**src/rtl/vadd_float_chunk_scheduler_pkg.sv**
```systemverilog
`default_nettype none
// ============================================================================
// Module   : vadd_float_pkg
// Purpose  : Shared types and helpers for the vadd_float chunk scheduler.
//            Holds the scheduler state encoding, the default datapath beat
//            width in bytes and an unsigned min() helper used to size chunks.
// Ports    : none (package)
// Revision : 1.0 - initial release
// ============================================================================
package vadd_float_pkg;

  typedef enum logic [2:0] {
    IDLE    = 3'd0,
    ISSUE   = 3'd1,
    WAIT    = 3'd2,
    ADVANCE = 3'd3,
    DONE    = 3'd4
  } sched_state_t;

  // Bytes per beat for the default 32-bit datapath.
  localparam int LP_DW_BYTES = 4;

  function automatic logic [63:0] min_u64(input logic [63:0] x, input logic [63:0] y);
    return (x < y) ? x : y;
  endfunction

endpackage
`default_nettype wire

```
**src/rtl/vadd_float_chunk_scheduler_if.sv**
```systemverilog
`default_nettype none
// ============================================================================
// Module   : vadd_float_chunk_scheduler_if
// Purpose  : Chunk command / completion bundle between the scheduler and the
//            two AXI read masters plus the AXI write master.
// Signals  : chunk_start        - one-cycle chunk start pulse
//            chunk_{a,b,c}_offset - current chunk base addresses
//            chunk_length       - current chunk size in bytes
//            rd_a_done, rd_b_done, wr_done - per-master completion pulses
// Modports : master (scheduler side), slave (datapath side)
// Revision : 1.0 - initial release
// ============================================================================
interface vadd_float_chunk_scheduler_if #(
  parameter int C_ADDR_WIDTH      = 64,
  parameter int C_XFER_SIZE_WIDTH = 32
);
  import vadd_float_pkg::*;

  logic                         chunk_start;
  logic [C_ADDR_WIDTH-1:0]      chunk_a_offset;
  logic [C_ADDR_WIDTH-1:0]      chunk_b_offset;
  logic [C_ADDR_WIDTH-1:0]      chunk_c_offset;
  logic [C_XFER_SIZE_WIDTH-1:0] chunk_length;
  logic                         rd_a_done;
  logic                         rd_b_done;
  logic                         wr_done;

  modport master (
    output chunk_start, chunk_a_offset, chunk_b_offset, chunk_c_offset, chunk_length,
    input  rd_a_done, rd_b_done, wr_done
  );

  modport slave (
    input  chunk_start, chunk_a_offset, chunk_b_offset, chunk_c_offset, chunk_length,
    output rd_a_done, rd_b_done, wr_done
  );

endinterface
`default_nettype wire

```
**src/rtl/vadd_float_chunk_scheduler_done_join.sv**
```systemverilog
`default_nettype none
// ============================================================================
// Module   : vadd_float_done_join
// Purpose  : Joins the three master done pulses of one chunk. Each pulse sets
//            a sticky flag while enabled; all_done_o also counts pulses of the
//            current cycle so the join costs no extra cycle.
// Ports    : ap_clk, areset     - clock, synchronous active-high reset
//            clr_i              - clear all sticky flags
//            en_i               - accept done pulses (ignored otherwise)
//            rd_a_done_i, rd_b_done_i, wr_done_i - master done pulses
//            all_done_o         - all three masters have finished
// Revision : 1.0 - initial release
// ============================================================================
module vadd_float_done_join
  import vadd_float_pkg::*;
(
  input  wire  ap_clk,
  input  wire  areset,
  input  wire  clr_i,
  input  wire  en_i,
  input  wire  rd_a_done_i,
  input  wire  rd_b_done_i,
  input  wire  wr_done_i,
  output logic all_done_o
);

  logic [2:0] flags_q;
  logic [2:0] w_hit;

  assign w_hit      = {wr_done_i, rd_b_done_i, rd_a_done_i} & {3{en_i}};
  assign all_done_o = &(flags_q | w_hit);

  always_ff @(posedge ap_clk) begin
    if (areset || clr_i) begin
      flags_q <= 3'b000;
    end else begin
      flags_q <= flags_q | w_hit;
    end
  end

endmodule
`default_nettype wire

```
**src/rtl/vadd_float_chunk_scheduler.sv**
```systemverilog
`default_nettype none
// ============================================================================
// Module   : vadd_float_chunk_scheduler
// Purpose  : Splits one vadd_float kernel invocation into chunks of at most
//            C_CHUNK_BYTES, issues one chunk_start per chunk and joins the
//            three master done pulses. Owns ap_start/ap_idle/ap_done/ap_ready.
// Ports    : ap_clk, areset   - clock, synchronous active-high reset
//            ap_start         - start level (rising edge used)
//            ap_idle/ap_done/ap_ready - kernel control handshake
//            xfer_size, a, b, c - job size in bytes and base addresses
//            chunk_count      - chunks completed in the current job
//            timeout_err      - sticky watchdog error
//            chunk_if         - chunk command / done bundle (master side)
// Options  : VADD_FLOAT_CHUNK_TIMEOUT_EN - enables the WAIT watchdog
// Revision : 1.0 - initial release
// ============================================================================
module vadd_float_chunk_scheduler
  import vadd_float_pkg::*;
#(
  parameter int C_ADDR_WIDTH      = 64,
  parameter int C_XFER_SIZE_WIDTH = 32,
  parameter int C_DATA_WIDTH      = LP_DW_BYTES * 8,
  parameter int C_CHUNK_BYTES     = 65536,
  parameter int C_TIMEOUT_CYCLES  = 1048576
)(
  input  wire                          ap_clk,
  input  wire                          areset,
  input  wire                          ap_start,
  output logic                         ap_idle,
  output logic                         ap_done,
  output logic                         ap_ready,
  input  wire  [C_XFER_SIZE_WIDTH-1:0] xfer_size,
  input  wire  [C_ADDR_WIDTH-1:0]      a,
  input  wire  [C_ADDR_WIDTH-1:0]      b,
  input  wire  [C_ADDR_WIDTH-1:0]      c,
  output logic [C_XFER_SIZE_WIDTH-1:0] chunk_count,
  output logic                         timeout_err,
  vadd_float_chunk_scheduler_if.master chunk_if
);

  localparam int LP_BEAT_BYTES = C_DATA_WIDTH / 8;
  // Drops the partial trailing beat from the job size.
  localparam logic [C_XFER_SIZE_WIDTH-1:0] LP_SIZE_MASK =
    ~C_XFER_SIZE_WIDTH'(LP_BEAT_BYTES - 1);

  sched_state_t state_q, state_d;

  logic                         ap_start_q;
  logic                         ap_idle_q;
  logic [C_ADDR_WIDTH-1:0]      a_off_q, b_off_q, c_off_q;
  logic [C_XFER_SIZE_WIDTH-1:0] remaining_q;
  logic [C_XFER_SIZE_WIDTH-1:0] chunk_count_q;

  logic                         w_start_pulse;
  logic [C_XFER_SIZE_WIDTH-1:0] w_size_aligned;
  logic [C_XFER_SIZE_WIDTH-1:0] w_len;
  logic                         w_all_done;
  logic                         w_timeout;
  logic                         w_chunk_start;
  logic                         w_done_pulse;
  logic                         w_join_clr;
  logic                         w_join_en;

  assign w_start_pulse  = ap_start & ~ap_start_q;
  assign w_size_aligned = xfer_size & LP_SIZE_MASK;
  // Length depends only on remaining_q, so it is stable from ISSUE to ADVANCE.
  assign w_len = C_XFER_SIZE_WIDTH'(min_u64(64'(remaining_q), 64'(C_CHUNK_BYTES)));

  vadd_float_done_join u_join (
    .ap_clk      (ap_clk),
    .areset      (areset),
    .clr_i       (w_join_clr),
    .en_i        (w_join_en),
    .rd_a_done_i (chunk_if.rd_a_done),
    .rd_b_done_i (chunk_if.rd_b_done),
    .wr_done_i   (chunk_if.wr_done),
    .all_done_o  (w_all_done)
  );

`ifdef VADD_FLOAT_CHUNK_TIMEOUT_EN
  localparam int LP_WD_W = $clog2(C_TIMEOUT_CYCLES + 1);

  logic [LP_WD_W-1:0] wd_q;
  logic               timeout_err_q;

  // wd_q holds the number of WAIT cycles already elapsed for this chunk.
  assign w_timeout = (state_q == WAIT) && !w_all_done &&
                     (wd_q == LP_WD_W'(C_TIMEOUT_CYCLES - 1));
  assign timeout_err = timeout_err_q;

  always_ff @(posedge ap_clk) begin
    if (areset) begin
      wd_q          <= '0;
      timeout_err_q <= 1'b0;
    end else begin
      if (state_q == ISSUE) begin
        wd_q <= '0;
      end else if (state_q == WAIT) begin
        wd_q <= wd_q + 1'b1;
      end
      if ((state_q == IDLE) && w_start_pulse) begin
        timeout_err_q <= 1'b0;
      end else if (w_timeout) begin
        timeout_err_q <= 1'b1;
      end
    end
  end
`else
  logic w_unused_timeout;

  assign w_unused_timeout = |32'(C_TIMEOUT_CYCLES);
  assign w_timeout        = 1'b0;
  assign timeout_err      = 1'b0;
`endif

  // State register
  always_ff @(posedge ap_clk) begin
    if (areset) begin
      state_q <= IDLE;
    end else begin
      state_q <= state_d;
    end
  end

  // Next-state logic
  always_comb begin
    state_d = state_q;
    unique case (state_q)
      IDLE: begin
        if (w_start_pulse) begin
          state_d = (w_size_aligned == '0) ? DONE : ISSUE;
        end
      end
      ISSUE:   state_d = WAIT;
      WAIT: begin
        if (w_all_done) begin
          state_d = ADVANCE;
        end else if (w_timeout) begin
          state_d = DONE;
        end
      end
      ADVANCE: state_d = (remaining_q == w_len) ? DONE : ISSUE;
      DONE:    state_d = IDLE;
      default: state_d = IDLE;
    endcase
  end

  // State-decoded outputs
  always_comb begin
    w_chunk_start = (state_q == ISSUE);
    w_join_clr    = (state_q == ISSUE);
    w_join_en     = (state_q == WAIT);
    w_done_pulse  = (state_q == DONE);
  end

  // Job / chunk bookkeeping
  always_ff @(posedge ap_clk) begin
    if (areset) begin
      ap_start_q    <= 1'b0;
      ap_idle_q     <= 1'b1;
      a_off_q       <= '0;
      b_off_q       <= '0;
      c_off_q       <= '0;
      remaining_q   <= '0;
      chunk_count_q <= '0;
    end else begin
      ap_start_q <= ap_start;
      unique case (state_q)
        IDLE: begin
          if (w_start_pulse) begin
            a_off_q       <= a;
            b_off_q       <= b;
            c_off_q       <= c;
            remaining_q   <= w_size_aligned;
            chunk_count_q <= '0;
            ap_idle_q     <= 1'b0;
          end
        end
        ADVANCE: begin
          a_off_q       <= a_off_q + C_ADDR_WIDTH'(w_len);
          b_off_q       <= b_off_q + C_ADDR_WIDTH'(w_len);
          c_off_q       <= c_off_q + C_ADDR_WIDTH'(w_len);
          remaining_q   <= remaining_q - w_len;
          chunk_count_q <= chunk_count_q + 1'b1;
        end
        DONE:    ap_idle_q <= 1'b1;
        default: ;
      endcase
    end
  end

  assign ap_idle                 = ap_idle_q;
  assign ap_done                 = w_done_pulse;
  assign ap_ready                = w_done_pulse;
  assign chunk_count             = chunk_count_q;
  assign chunk_if.chunk_start    = w_chunk_start;
  assign chunk_if.chunk_a_offset = a_off_q;
  assign chunk_if.chunk_b_offset = b_off_q;
  assign chunk_if.chunk_c_offset = c_off_q;
  assign chunk_if.chunk_length   = w_len;

endmodule
`default_nettype wire
```
**src/flat_wrapper.sv**
```systemverilog
// flat-port wrapper written by rule: the top's interface ports become plain ports
module vadd_float_chunk_scheduler_flat import vadd_float_pkg::*;
#(
  parameter int C_ADDR_WIDTH      = 64,
  parameter int C_XFER_SIZE_WIDTH = 32,
  parameter int C_DATA_WIDTH      = LP_DW_BYTES * 8,
  parameter int C_CHUNK_BYTES     = 65536,
  parameter int C_TIMEOUT_CYCLES  = 1048576
)
  (ap_clk, areset, ap_start, ap_idle, ap_done, ap_ready, xfer_size, a, b, c, chunk_count, timeout_err, chunk_if_chunk_start, chunk_if_chunk_a_offset, chunk_if_chunk_b_offset, chunk_if_chunk_c_offset, chunk_if_chunk_length, chunk_if_rd_a_done, chunk_if_rd_b_done, chunk_if_wr_done);
  vadd_float_chunk_scheduler_if #(.C_ADDR_WIDTH(C_ADDR_WIDTH), .C_XFER_SIZE_WIDTH(C_XFER_SIZE_WIDTH)) chunk_if_i ();
  input  wire ap_clk;
  input  wire areset;
  input  wire ap_start;
  output logic ap_idle;
  output logic ap_done;
  output logic ap_ready;
  input  wire  [C_XFER_SIZE_WIDTH-1:0] xfer_size;
  input  wire  [C_ADDR_WIDTH-1:0] a;
  input  wire  [C_ADDR_WIDTH-1:0] b;
  input  wire  [C_ADDR_WIDTH-1:0] c;
  output logic [C_XFER_SIZE_WIDTH-1:0] chunk_count;
  output logic timeout_err;
  output wire logic [$bits(chunk_if_i.chunk_start)-1:0] chunk_if_chunk_start;
  output wire logic [$bits(chunk_if_i.chunk_a_offset)-1:0] chunk_if_chunk_a_offset;
  output wire logic [$bits(chunk_if_i.chunk_b_offset)-1:0] chunk_if_chunk_b_offset;
  output wire logic [$bits(chunk_if_i.chunk_c_offset)-1:0] chunk_if_chunk_c_offset;
  output wire logic [$bits(chunk_if_i.chunk_length)-1:0] chunk_if_chunk_length;
  input wire logic [$bits(chunk_if_i.rd_a_done)-1:0] chunk_if_rd_a_done;
  input wire logic [$bits(chunk_if_i.rd_b_done)-1:0] chunk_if_rd_b_done;
  input wire logic [$bits(chunk_if_i.wr_done)-1:0] chunk_if_wr_done;
  assign chunk_if_chunk_start = chunk_if_i.chunk_start;
  assign chunk_if_chunk_a_offset = chunk_if_i.chunk_a_offset;
  assign chunk_if_chunk_b_offset = chunk_if_i.chunk_b_offset;
  assign chunk_if_chunk_c_offset = chunk_if_i.chunk_c_offset;
  assign chunk_if_chunk_length = chunk_if_i.chunk_length;
  assign chunk_if_i.rd_a_done = chunk_if_rd_a_done;
  assign chunk_if_i.rd_b_done = chunk_if_rd_b_done;
  assign chunk_if_i.wr_done = chunk_if_wr_done;
  vadd_float_chunk_scheduler #(.C_ADDR_WIDTH(C_ADDR_WIDTH), .C_XFER_SIZE_WIDTH(C_XFER_SIZE_WIDTH), .C_DATA_WIDTH(C_DATA_WIDTH), .C_CHUNK_BYTES(C_CHUNK_BYTES), .C_TIMEOUT_CYCLES(C_TIMEOUT_CYCLES)) u_core (.ap_clk(ap_clk), .areset(areset), .ap_start(ap_start), .ap_idle(ap_idle), .ap_done(ap_done), .ap_ready(ap_ready), .xfer_size(xfer_size), .a(a), .b(b), .c(c), .chunk_count(chunk_count), .timeout_err(timeout_err), .chunk_if(chunk_if_i));
endmodule
```
**config.mk**
```make
export PLATFORM = sky130hd
export DESIGN_NAME = vadd_float_chunk_scheduler_flat
export DESIGN_NICKNAME = d
export VERILOG_FILES = /design/src/rtl/vadd_float_chunk_scheduler_pkg.sv /design/src/rtl/vadd_float_chunk_scheduler_if.sv /design/src/rtl/vadd_float_chunk_scheduler_done_join.sv /design/src/rtl/vadd_float_chunk_scheduler.sv /design/src/flat_wrapper.sv
export SDC_FILE = /design/constraint.sdc
export NUM_CORES = 1
export LEC_CHECK = 0
export ABC_AREA = 1
export CORE_MARGIN = 2
export CORE_UTILIZATION = 45
export DETAILED_ROUTE_END_ITERATION = 10
export DONT_BUFFER_PORTS = 1
export PLACE_DENSITY_LB_ADDON = 0.1
export SYNTH_ARGS = -nofsm -noshare
export SYNTH_HDL_FRONTEND = slang
export SYNTH_HIERARCHICAL = 1
export SYNTH_SLANG_ARGS = --single-unit
```
**constraint.sdc**
```tcl
create_clock -name ap_clk -period 3.3 [get_ports ap_clk]
set_input_delay 0.66 -clock ap_clk [delete_from_list [all_inputs] [get_ports ap_clk]]
set_output_delay 0.66 -clock ap_clk [all_outputs]
set_load 0.005 [all_outputs]
```
==> impl_table.tex, run 1 <==
\begin{tabular}{lr}
\hline
Metric & Value \\
\hline
\multicolumn{2}{l}{\textbf{GRT}} \\
\quad Number of antenna violations at the first check in global routing & 5 \\
\quad Overflow left after global routing & 0 \\
\quad Maximum number of pins on one net before global-route repair & 234 \\
\quad Via count of the first global-routing pass & 25207 \\
\quad Combined global-route utilization of all metal layers & 33.6\% \\
\quad Global-route wire length before repair & 146000 um \\
\multicolumn{2}{l}{\textbf{STA}} \\
\quad Final period demand of the worst path & 3.06 ns \\
\quad Max Clock Freq & 0.326 GHz \\
\quad Actual transition at the worst max-transition pin & 0.907 ns \\
\quad Worst relative slew slack & 39.0\% \\
\quad Finish-stage setup viols & 0 \\
\quad Worst Skew & 0.0160 ns \\
\quad Final hold vios & 0 \\
\quad Final worst-path cycle share & 92.8\% \\
\quad PnR worst setup slack & 0.237 ns \\
\quad Pins over their slew limit & 0 \\
\quad Worst hold slack after final layout & 0.204 ns \\
\multicolumn{2}{l}{\textbf{Place}} \\
\quad Placer congestion estimate & 0.997 \\
\quad Total cell area at the placement stage & 0.0255 mm\^{}2 \\
\quad \# port buffers & 0 \\
\quad HPWL Detailed & 76300 um \\
\quad Number of placed instances, taps included & 5079 \\
\quad Setup slack after placement & -0.0256 ns \\
\multicolumn{2}{l}{\textbf{Routing}} \\
\quad Routed Antenna Nets & 0 \\
\quad Avg WL per Cell & 18.9 um \\
\quad Number of DRC violations after detailed-routing iteration 0 & 2053 \\
\quad Via density per instance & 5.36 \\
\quad Total number of vias & 27569 \\
\quad Drc violations & 0 \\
\quad First-pass iteration count of the detailed router & 6 \\
\quad Post-Route WL & 97300 um \\
\multicolumn{2}{l}{\textbf{Clocking}} \\
\quad Count of hold-fix buffers inserted at cts & 0 \\
\quad Clock sink count & 264 \\
\quad Number of buffers created by CTS & 35 \\
\quad CTS H-Tree Depth & 2 \\
\quad Clk Latency, worst-skew pair & 0.56 ns \\
\quad TritonCTS clock tree & yes \\
\quad Maximum clock insertion buffer count & 3 \\
\quad Cell chosen for the clock root & sky130\_fd\_sc\_hd\_\_clkbuf\_16 \\
\quad Clock transition at the registers of the reported paths & 0.06 ns \\
\multicolumn{2}{l}{\textbf{Logic synthesis}} \\
\quad Mean cell area of the mapped netlist & 5.51 um\^{}2 \\
\quad Post-synth ARST share & 0\% \\
\quad Synthesized instance count & 4349 \\
\quad Leading cell type by number of instances after synthesis & sky130\_fd\_sc\_hd\_\_nand2\_1 \\
\quad Synth Warn \# & 6 \\
\quad Cell taking the most area after synthesis & sky130\_fd\_sc\_hd\_\_nand2\_1 \\
\quad Most numerous cell types in the synthesized netlist & sky130\_fd\_sc\_hd\_\_nand2\_1, sky130\_fd\_sc\_hd\_\_inv\_1, sky130\_fd\_sc\_hd\_\_nor2\_1, sky130\_fd\_sc\_hd\_\_nand3\_1, sky130\_fd\_sc\_hd\_\_a21oi\_1 \\
\quad Number of synthesized register bits & 264 \\
\quad Number of enable flip-flop cells after synthesis & 0 \\
\quad Share of synthesized area occupied by flip-flops and latches & 22.0\% \\
\quad Top cells by area, synth & sky130\_fd\_sc\_hd\_\_nand2\_1, sky130\_fd\_sc\_hd\_\_dfxtp\_1, sky130\_fd\_sc\_hd\_\_inv\_1 \\
\quad Netlist area before placement & 0.0240 mm\^{}2 \\
\quad Share of the synthesized area in the top cell type & 22.4\% \\
\quad Post-synth top flop & sky130\_fd\_sc\_hd\_\_dfxtp\_1 \\
\quad Distinct cells, synth & 53 \\
\multicolumn{2}{l}{\textbf{Layout}} \\
\quad Storage cell area & 0.00529 mm\^{}2 \\
\quad Final non-filler cell total & 5147 \\
\quad Final standard cell utilization of the core & 51.3\% \\
\quad Net count reported at finish & 4766 \\
\quad Total area of multi-input combinational cells & 0.0162 mm\^{}2 \\
\quad Number of fill cells & 5745 \\
\quad Finished layout cell area & 0.0270 mm\^{}2 \\
\quad Area delta synth->final & 12.7\% \\
\quad Fraction of final layout cells sized beyond drive strength 1 & 7.43\% \\
\multicolumn{2}{l}{\textbf{Power and ir drop}} \\
\quad Total power per unit cell area & 485 mW/mm\^{}2 \\
\quad Leakage Power & 12.9 nW \\
\quad Worst VDD drop & 0.000386 V \\
\multicolumn{2}{l}{\textbf{Setup path}} \\
\quad Required @ worst endpoint & 3.78 ns \\
\quad Worst setup path category & reg2reg \\
\quad Element type at the critical path start & register \\
\quad Signal arrival time at the worst endpoint & 3.54 ns \\
\quad Sort of element at the end of the critical path & register \\
\quad Max Fanout on Critical Path & 17 \\
\multicolumn{2}{l}{\textbf{Status}} \\
\quad Outcome & finished, final reports clean \\
\multicolumn{2}{l}{\textbf{Die}} \\
\quad Die outline height & 235 um \\
\quad Row cnt & 84 \\
\quad Core Footprint & 0.0527 mm\^{}2 \\
\quad Chip width & 235 um \\
\quad Area enclosed by the die boundary & 0.0551 mm\^{}2 \\
\quad IO Pins & 491 \\
\quad Initial cell density of the core & 45.5\% \\
\multicolumn{2}{l}{\textbf{Worst hold path}} \\
\quad Min-Delay Path Class & in2reg \\
\multicolumn{2}{l}{\textbf{Run}} \\
\quad Max cap viols & 0 \\
\hline
\end{tabular}
==> power by group <==
part | switching (mW) | internal (mW)
combinational | 3.17 | 1.60
clock | 1.62 | 2.40
sequential | 0.691 | 3.62
total | 5.48 | 7.62
==> layout make-up <==
type | count | area share [%]
Sequential cell | 264 | 19.6
Clock buffer | 48 | 3.80
Tap cell | 688 | 3.19
Antenna cell | 2 | 0.0185
Multi-Input combinational cell | 3350 | 59.8
Clock inverter | 11 | 0.509
Inverter | 658 | 9.18
Timing Repair Buffer | 126 | 4.00
==> path summary, 6_finish.rpt <==
kind,startpoint,end,slack [ns],cells past startpoint
min,areset,u_core/chunk_if.chunk_a_offset[14]$_SDFFE_PP0P_,0.20,1
max,u_core/remaining_q[26]$_SDFFE_PP0P_,u_core/chunk_if.chunk_b_offset[42]$_SDFFE_PP0P_,0.24,19
max reg2reg,u_core/remaining_q[26]$_SDFFE_PP0P_,u_core/chunk_if.chunk_b_offset[42]$_SDFFE_PP0P_,0.24,19
min reg2reg,u_core/ap_idle$_SDFFE_PP1P_,u_core/ap_idle$_SDFFE_PP1P_,0.49,2
==> placed cells by master (no fill, tap or decap), types with 4 or more instances in the layout <==
master,synthesis,final
sky130_fd_sc_hd__nand2_1,1428,1393
sky130_fd_sc_hd__inv_1,654,653
sky130_fd_sc_hd__nor2_1,496,481
sky130_fd_sc_hd__a21oi_1,320,314
sky130_fd_sc_hd__nand3_1,331,309
sky130_fd_sc_hd__dfxtp_1,264,264
sky130_fd_sc_hd__o21ai_0,227,225
sky130_fd_sc_hd__buf_4,17,115
sky130_fd_sc_hd__ha_1,98,91
sky130_fd_sc_hd__conb_1,2,62
sky130_fd_sc_hd__nor3_1,61,61
sky130_fd_sc_hd__xor2_1,57,57
sky130_fd_sc_hd__nand4_1,56,56
sky130_fd_sc_hd__a31oi_1,48,48
sky130_fd_sc_hd__nand2_2,12,47
sky130_fd_sc_hd__clkbuf_16,0,38
sky130_fd_sc_hd__nand3_2,3,24
sky130_fd_sc_hd__or2_2,23,23
sky130_fd_sc_hd__nor4_1,22,22
sky130_fd_sc_hd__nor2_2,6,19
sky130_fd_sc_hd__o21bai_1,12,11
sky130_fd_sc_hd__a22o_1,11,11
sky130_fd_sc_hd__buf_12,0,9
sky130_fd_sc_hd__a21oi_2,3,9
sky130_fd_sc_hd__nand3b_1,8,8
sky130_fd_sc_hd__and2_1,8,7
sky130_fd_sc_hd__o21a_1,7,7
sky130_fd_sc_hd__clkbuf_8,0,6
sky130_fd_sc_hd__clkinv_2,0,6
sky130_fd_sc_hd__o21ai_1,4,6
sky130_fd_sc_hd__clkbuf_1,70,5
sky130_fd_sc_hd__a211oi_1,5,5
sky130_fd_sc_hd__o211ai_1,4,4
sky130_fd_sc_hd__o22ai_1,4,4
sky130_fd_sc_hd__ha_2,0,4
==> kinds of logic after synthesis <==
| family | count (synthesis) | synth area share [%] |
|---|---|---|
| XOR/XNOR | 59 | 2.16 |
| AO/OA/AOI/OAI | 661 | 14.9 |
| flip-flops | 264 | 22.0 |
| buffers and inverters | 795 | 13.0 |
| AND/OR/NAND/NOR | 2467 | 42.5 |
| adder cells (fa/ha/maj) | 101 | 5.36 |
| other | 2 | 0.0313 |
==> registers in the layout (all words and copies together), names as in the netlist <==
signal,cells
u_core/ap_idle,1
u_core/ap_start_q,1
u_core/chunk_count,32
u_core/chunk_if.chunk_a_offset,64
u_core/chunk_if.chunk_b_offset,64
u_core/chunk_if.chunk_c_offset,64
u_core/remaining_q,32
u_core/state_q,3
u_core/u_join/flags_q,3
==> stage by stage <==
stage	total power, mW	setup TNS (ns)
2_1_floorplan	7.44	0
3_3_place_gp	8.83	0
3_5_place_dp	8.87	-0.0764
4_1_cts	12.9	0
5_1_grt	13.8	-0.0505
6_report	13.1	0
==> worst max-delay path, cell delays in order, from the launching register on <==
cell and delay, ns:
sky130_fd_sc_hd__dfxtp_1 0.31, sky130_fd_sc_hd__nor2_2 0.13, sky130_fd_sc_hd__nand2_1 0.10, sky130_fd_sc_hd__nor2_2 0.17
sky130_fd_sc_hd__nand2_2 0.10, sky130_fd_sc_hd__buf_12 0.16, sky130_fd_sc_hd__nor2_2 0.13, sky130_fd_sc_hd__buf_4 0.19
sky130_fd_sc_hd__ha_1 0.29, sky130_fd_sc_hd__a21oi_1 0.23, sky130_fd_sc_hd__inv_1 0.06, sky130_fd_sc_hd__nor2_1 0.11
sky130_fd_sc_hd__nand3_1 0.17, sky130_fd_sc_hd__nand2_1 0.13, sky130_fd_sc_hd__nand3_2 0.20, sky130_fd_sc_hd__nand2_1 0.18
sky130_fd_sc_hd__nand2_1 0.07, sky130_fd_sc_hd__nand2_1 0.05, sky130_fd_sc_hd__nand3_1 0.06, sky130_fd_sc_hd__a21oi_1 0.13
==> metal layers <==
metal | GRT usage (%) | vias up | routed length (um)
li1 | - | 13937 | -
met1 | 41.3 | 12496 | 40800
met2 | 57.2 | 951 | 45200
met3 | 7.45 | 179 | 7380
met4 | 12.4 | 6 | 3880
met5 | 0 | - | 39
==> what timing repair did <==
item | in CTS | in global routing
setup buffers | 0 | 6
pin swaps | 0 | 8
cloned | 0 | 1
resized for setup | 6 | 87
setup endpoints to repair | 12 | 142
(Power assumes the default switching activity.)
==> run 2: changes to the inputs <==
--- a/config.mk
+++ b/config.mk
@@ -5,7 +5,6 @@
 export SDC_FILE = /design/constraint.sdc
 export NUM_CORES = 1
 export LEC_CHECK = 0
-export ABC_AREA = 1
 export CORE_MARGIN = 2
 export CORE_UTILIZATION = 45
 export DETAILED_ROUTE_END_ITERATION = 10
==> run 2 against run 1 <==
Against the previous run: the flow now finishes with violations (setup timing); die area down 22%; flip-flop and latch count unchanged; sequential share of layout area up 1.1 points; core utilization up 11 points; clock power down 2%; worst hold slack worse by 0.022 ns; combinational power down 31%; synthesized cell count down 42%; critical endpoint is now u_core/chunk_if.chunk_b_offset[47]$_SDFFE_PP0P_; largest cell class unchanged.
==> impl_table.tex, run 2 <==
\begin{tabular}{lr}
\hline
Metric & Value \\
\hline
\multicolumn{2}{l}{\textbf{STA}} \\
\quad Actual transition at the worst max-transition pin & 0.953 ns \\
\quad Worst relative slew slack & 36.4\% \\
\quad Final hold vios & 0 \\
\quad Worst hold slack after final layout & 0.182 ns \\
\quad Final period demand of the worst path & 4.04 ns \\
\quad Setup repair after global routing missed its margin & true \\
\quad PnR worst setup slack & -0.741 ns \\
\quad Final worst-path cycle share & 122\% \\
\quad Finish-stage setup viols & 168 \\
\quad Worst Skew & 0.0171 ns \\
\quad Max Clock Freq & 0.247 GHz \\
\quad Pins over their slew limit & 0 \\
\multicolumn{2}{l}{\textbf{Setup path}} \\
\quad Cell with the largest stage delay on the worst path & sky130\_fd\_sc\_hd\_\_or4\_4 \\
\quad Required @ worst endpoint & 3.77 ns \\
\quad Biggest cell delay along the critical path & 0.56 ns \\
\quad Most common cell type on the critical path & sky130\_fd\_sc\_hd\_\_buf\_6 \\
\quad Element type at the critical path start & register \\
\quad Signal arrival time at the worst endpoint & 4.51 ns \\
\quad Max Fanout on Critical Path & 6 \\
\quad Worst setup path category & reg2reg \\
\quad Buf/Inv on CP & 5 \\
\quad Sort of element at the end of the critical path & register \\
\quad Top Family by Delay on Critical Path & simple AND/OR/NAND/NOR gates \\
\quad Cells along the critical path & or4\_4 -> nor4\_4 -> and3\_4 -> buf\_12 -> buf\_6 -> and2\_4 -> buf\_12 -> ha\_4 -> nand3\_4 -> a21oi\_2 -> o21ai\_1 -> a21oi\_2 -> a311oi\_2 -> a21oi\_4 -> o21ai\_4 -> buf\_6 -> buf\_6 -> or4\_1 -> a31oi\_1 \\
\multicolumn{2}{l}{\textbf{Clocking}} \\
\quad Maximum clock insertion buffer count & 3 \\
\quad Number of buffers created by CTS & 35 \\
\quad Clk Latency, worst-skew pair & 0.55 ns \\
\quad Count of hold-fix buffers inserted at cts & 0 \\
\quad Clock transition at the registers of the reported paths & 0.06 ns \\
\quad Cell chosen for the clock root & sky130\_fd\_sc\_hd\_\_clkbuf\_16 \\
\quad Clock sink count & 264 \\
\quad CTS H-Tree Depth & 2 \\
\quad TritonCTS clock tree & yes \\
\multicolumn{2}{l}{\textbf{Logic synthesis}} \\
\quad Distinct cells, synth & 89 \\
\quad Post-synth top flop & sky130\_fd\_sc\_hd\_\_dfxtp\_1 \\
\quad Share of the synthesized area in the top cell type & 28.2\% \\
\quad Number of synthesized register bits & 264 \\
\quad Synth Warn \# & 6 \\
\quad Cell taking the most area after synthesis & sky130\_fd\_sc\_hd\_\_dfxtp\_1 \\
\quad Number of enable flip-flop cells after synthesis & 0 \\
\quad Netlist area before placement & 0.0187 mm\^{}2 \\
\quad Top cells by area, synth & sky130\_fd\_sc\_hd\_\_dfxtp\_1, sky130\_fd\_sc\_hd\_\_nand2\_1, sky130\_fd\_sc\_hd\_\_ha\_1 \\
\quad Most numerous cell types in the synthesized netlist & sky130\_fd\_sc\_hd\_\_nand2\_1, sky130\_fd\_sc\_hd\_\_dfxtp\_1, sky130\_fd\_sc\_hd\_\_a21oi\_1, sky130\_fd\_sc\_hd\_\_nor2\_1, sky130\_fd\_sc\_hd\_\_clkbuf\_1 \\
\quad Synthesized instance count & 2535 \\
\quad Leading cell type by number of instances after synthesis & sky130\_fd\_sc\_hd\_\_nand2\_1 \\
\quad Share of synthesized area occupied by flip-flops and latches & 28.2\% \\
\quad Post-synth ARST share & 0\% \\
\quad Mean cell area of the mapped netlist & 7.38 um\^{}2 \\
\multicolumn{2}{l}{\textbf{Die}} \\
\quad Initial cell density of the core & 45.7\% \\
\quad Row cnt & 74 \\
\quad Core Footprint & 0.0409 mm\^{}2 \\
\quad Chip width & 208 um \\
\quad IO Pins & 491 \\
\quad Die outline height & 208 um \\
\quad Area enclosed by the die boundary & 0.0432 mm\^{}2 \\
\multicolumn{2}{l}{\textbf{GRT}} \\
\quad Global-route wire length before repair & 119000 um \\
\quad Via count of the first global-routing pass & 20339 \\
\quad Overflow left after global routing & 0 \\
\quad Maximum number of pins on one net before global-route repair & 249 \\
\quad Number of antenna violations at the first check in global routing & 6 \\
\quad Combined global-route utilization of all metal layers & 34.3\% \\
\multicolumn{2}{l}{\textbf{Power and ir drop}} \\
\quad Worst VDD drop & 0.000423 V \\
\quad Leakage Power & 9.86 nW \\
\quad Total power per unit cell area & 435 mW/mm\^{}2 \\
\multicolumn{2}{l}{\textbf{Routing}} \\
\quad Number of DRC violations after detailed-routing iteration 0 & 1932 \\
\quad Post-Route WL & 79400 um \\
\quad Routed Antenna Nets & 0 \\
\quad First-pass iteration count of the detailed router & 6 \\
\quad Total number of vias & 21667 \\
\quad Drc violations & 0 \\
\quad Via density per instance & 6.40 \\
\quad Avg WL per Cell & 23.4 um \\
\multicolumn{2}{l}{\textbf{Layout}} \\
\quad Net count reported at finish & 3156 \\
\quad Number of fill cells & 3680 \\
\quad Storage cell area & 0.00529 mm\^{}2 \\
\quad Finished layout cell area & 0.0256 mm\^{}2 \\
\quad Top library cells by usage in the layout, fill and taps aside & sky130\_fd\_sc\_hd\_\_nand2\_1, sky130\_fd\_sc\_hd\_\_buf\_4, sky130\_fd\_sc\_hd\_\_dfxtp\_1 \\
\quad Fraction of final layout cells sized beyond drive strength 1 & 27.7\% \\
\quad Total area of multi-input combinational cells & 0.0150 mm\^{}2 \\
\quad Most common cell after layout, fill and taps aside & sky130\_fd\_sc\_hd\_\_nand2\_1 \\
\quad Final non-filler cell total & 3388 \\
\quad Area delta synth->final & 37.0\% \\
\multicolumn{2}{l}{\textbf{Place}} \\
\quad Setup slack after placement & -0.755 ns \\
\quad Number of placed instances, taps included & 3214 \\
\quad \# port buffers & 0 \\
\quad HPWL Detailed & 56100 um \\
\quad Placer congestion estimate & 0.946 \\
\quad Total cell area at the placement stage & 0.0219 mm\^{}2 \\
\multicolumn{2}{l}{\textbf{Status}} \\
\quad Outcome & finished, violations left \\
\quad Failing checks & setup timing \\
\multicolumn{2}{l}{\textbf{Worst hold path}} \\
\quad Min-Delay Path Class & in2reg \\
\multicolumn{2}{l}{\textbf{Run}} \\
\quad Max cap viols & 0 \\
\hline
\end{tabular}
[run 2: cell types whose count changed in the layout (fill, tap and decap cells not counted), sizes merged, moves of 39 or more]
cell,delta
nand2,-1082
inv,-620
nor2,-279
buf,+257
nand3,-232
o21ai,-91
a21oi,-79
a22oi,+46
a311oi,+46
xnor2,+46
a21o,+45
and3,+39
[run 2: power by group]
part           switching [mW]  internal (mW)  leakage [nW]  total [mW]
Combinational            1.82           1.47          7.14        3.29
Sequential              0.461           3.47          2.16        3.93
Clock                    1.54           2.38         0.564        3.92
Total                    3.82           7.32          9.86        11.1
[run 2: final timing paths]
kind                                            start                                               to  slack (ns)  depth (start not counted)
setup reg to reg  u_core/remaining_q[21]$_SDFFE_PP0P_  u_core/chunk_if.chunk_b_offset[47]$_SDFFE_PP0P_       -0.74                         19
hold / removal                                 areset              u_core/chunk_count[23]$_SDFFE_PP0P_        0.18                          1
setup / recovery  u_core/remaining_q[21]$_SDFFE_PP0P_  u_core/chunk_if.chunk_b_offset[47]$_SDFFE_PP0P_       -0.74                         19
hold reg to reg   u_core/remaining_q[29]$_SDFFE_PP0P_              u_core/remaining_q[29]$_SDFFE_PP0P_        0.48                          2
[run 2: timing repair]
| action | 4_1_cts | 5_1_grt |
|---|---|---|
| buffers inserted | 75 | 41 |
| gates cloned | 4 | 1 |
| resized for setup | 249 | 129 |
| pin swaps | 148 | 119 |
| setup endpoints to repair | 168 | 180 |
| hold endpoints to repair | 0 | 0 |
[run 2: cells by family (layout without fill, tap and decap cells)]
| group | Yosys count | count (layout) | share of synthesized area (%) |
|---|---|---|---|
| XOR/XNOR | 81 | 81 | 3.79 |
| flip-flops | 264 | 264 | 28.2 |
| buffers and inverters | 225 | 479 | 4.90 |
| other | 2 | 69 | 0.0401 |
| AO/OA/AOI/OAI | 833 | 833 | 29.2 |
| AND/OR/NAND/NOR | 1007 | 1007 | 25.7 |
| multiplexers | 22 | 22 | 1.23 |
| adder cells (fa/ha/maj) | 101 | 101 | 6.87 |
[run 2: worst register-to-register path: stages (launching register included)]
cell                       delay (ns)
sky130_fd_sc_hd__dfxtp_2         0.32
sky130_fd_sc_hd__or4_4           0.56
sky130_fd_sc_hd__nor4_4          0.18
sky130_fd_sc_hd__and3_4          0.26
sky130_fd_sc_hd__buf_12          0.11
sky130_fd_sc_hd__buf_6           0.11
sky130_fd_sc_hd__and2_4          0.21
sky130_fd_sc_hd__buf_12          0.13
sky130_fd_sc_hd__ha_4            0.14
sky130_fd_sc_hd__nand3_4         0.07
sky130_fd_sc_hd__a21oi_2         0.16
sky130_fd_sc_hd__o21ai_1         0.09
sky130_fd_sc_hd__a21oi_2         0.23
sky130_fd_sc_hd__a311oi_2        0.17
sky130_fd_sc_hd__a21oi_4         0.28
sky130_fd_sc_hd__o21ai_4         0.11
sky130_fd_sc_hd__buf_6           0.16
sky130_fd_sc_hd__buf_6           0.12
sky130_fd_sc_hd__or4_1           0.40
sky130_fd_sc_hd__a31oi_1         0.17
[run 2: metrics by stage]
step	total power [mW]	TNS (ns)	utilization (%)
2_1_floorplan	5.81	-30.58	-
3_3_place_gp	6.70	-74.72	53.5
3_5_place_dp	6.76	-84.67	53.5
4_1_cts	10.9	-74.94	60.4
5_1_grt	11.6	-109.85	62.6
6_report	11.1	-84.02	62.6
[run 2: area by class of cell]
class | count | area share (%)
clock inverters | 7 | 0.352
clock buffers | 54 | 4.17
diodes | 7 | 0.0683
multi-input cells | 2106 | 58.5
well taps | 532 | 2.60
flip-flops and latches | 264 | 20.6
inverters | 35 | 0.542
repair buffers | 383 | 13.1
[run 2: metal layers]
metal  up-vias  GRT usage, %  part of all wire, %
li1       9981             -                    -
met1     10508          42.5                   40
met2       979          56.0                   46
met3       197          8.57                  8.6
met4         2          15.7                  5.0
met5         -             0                0.024
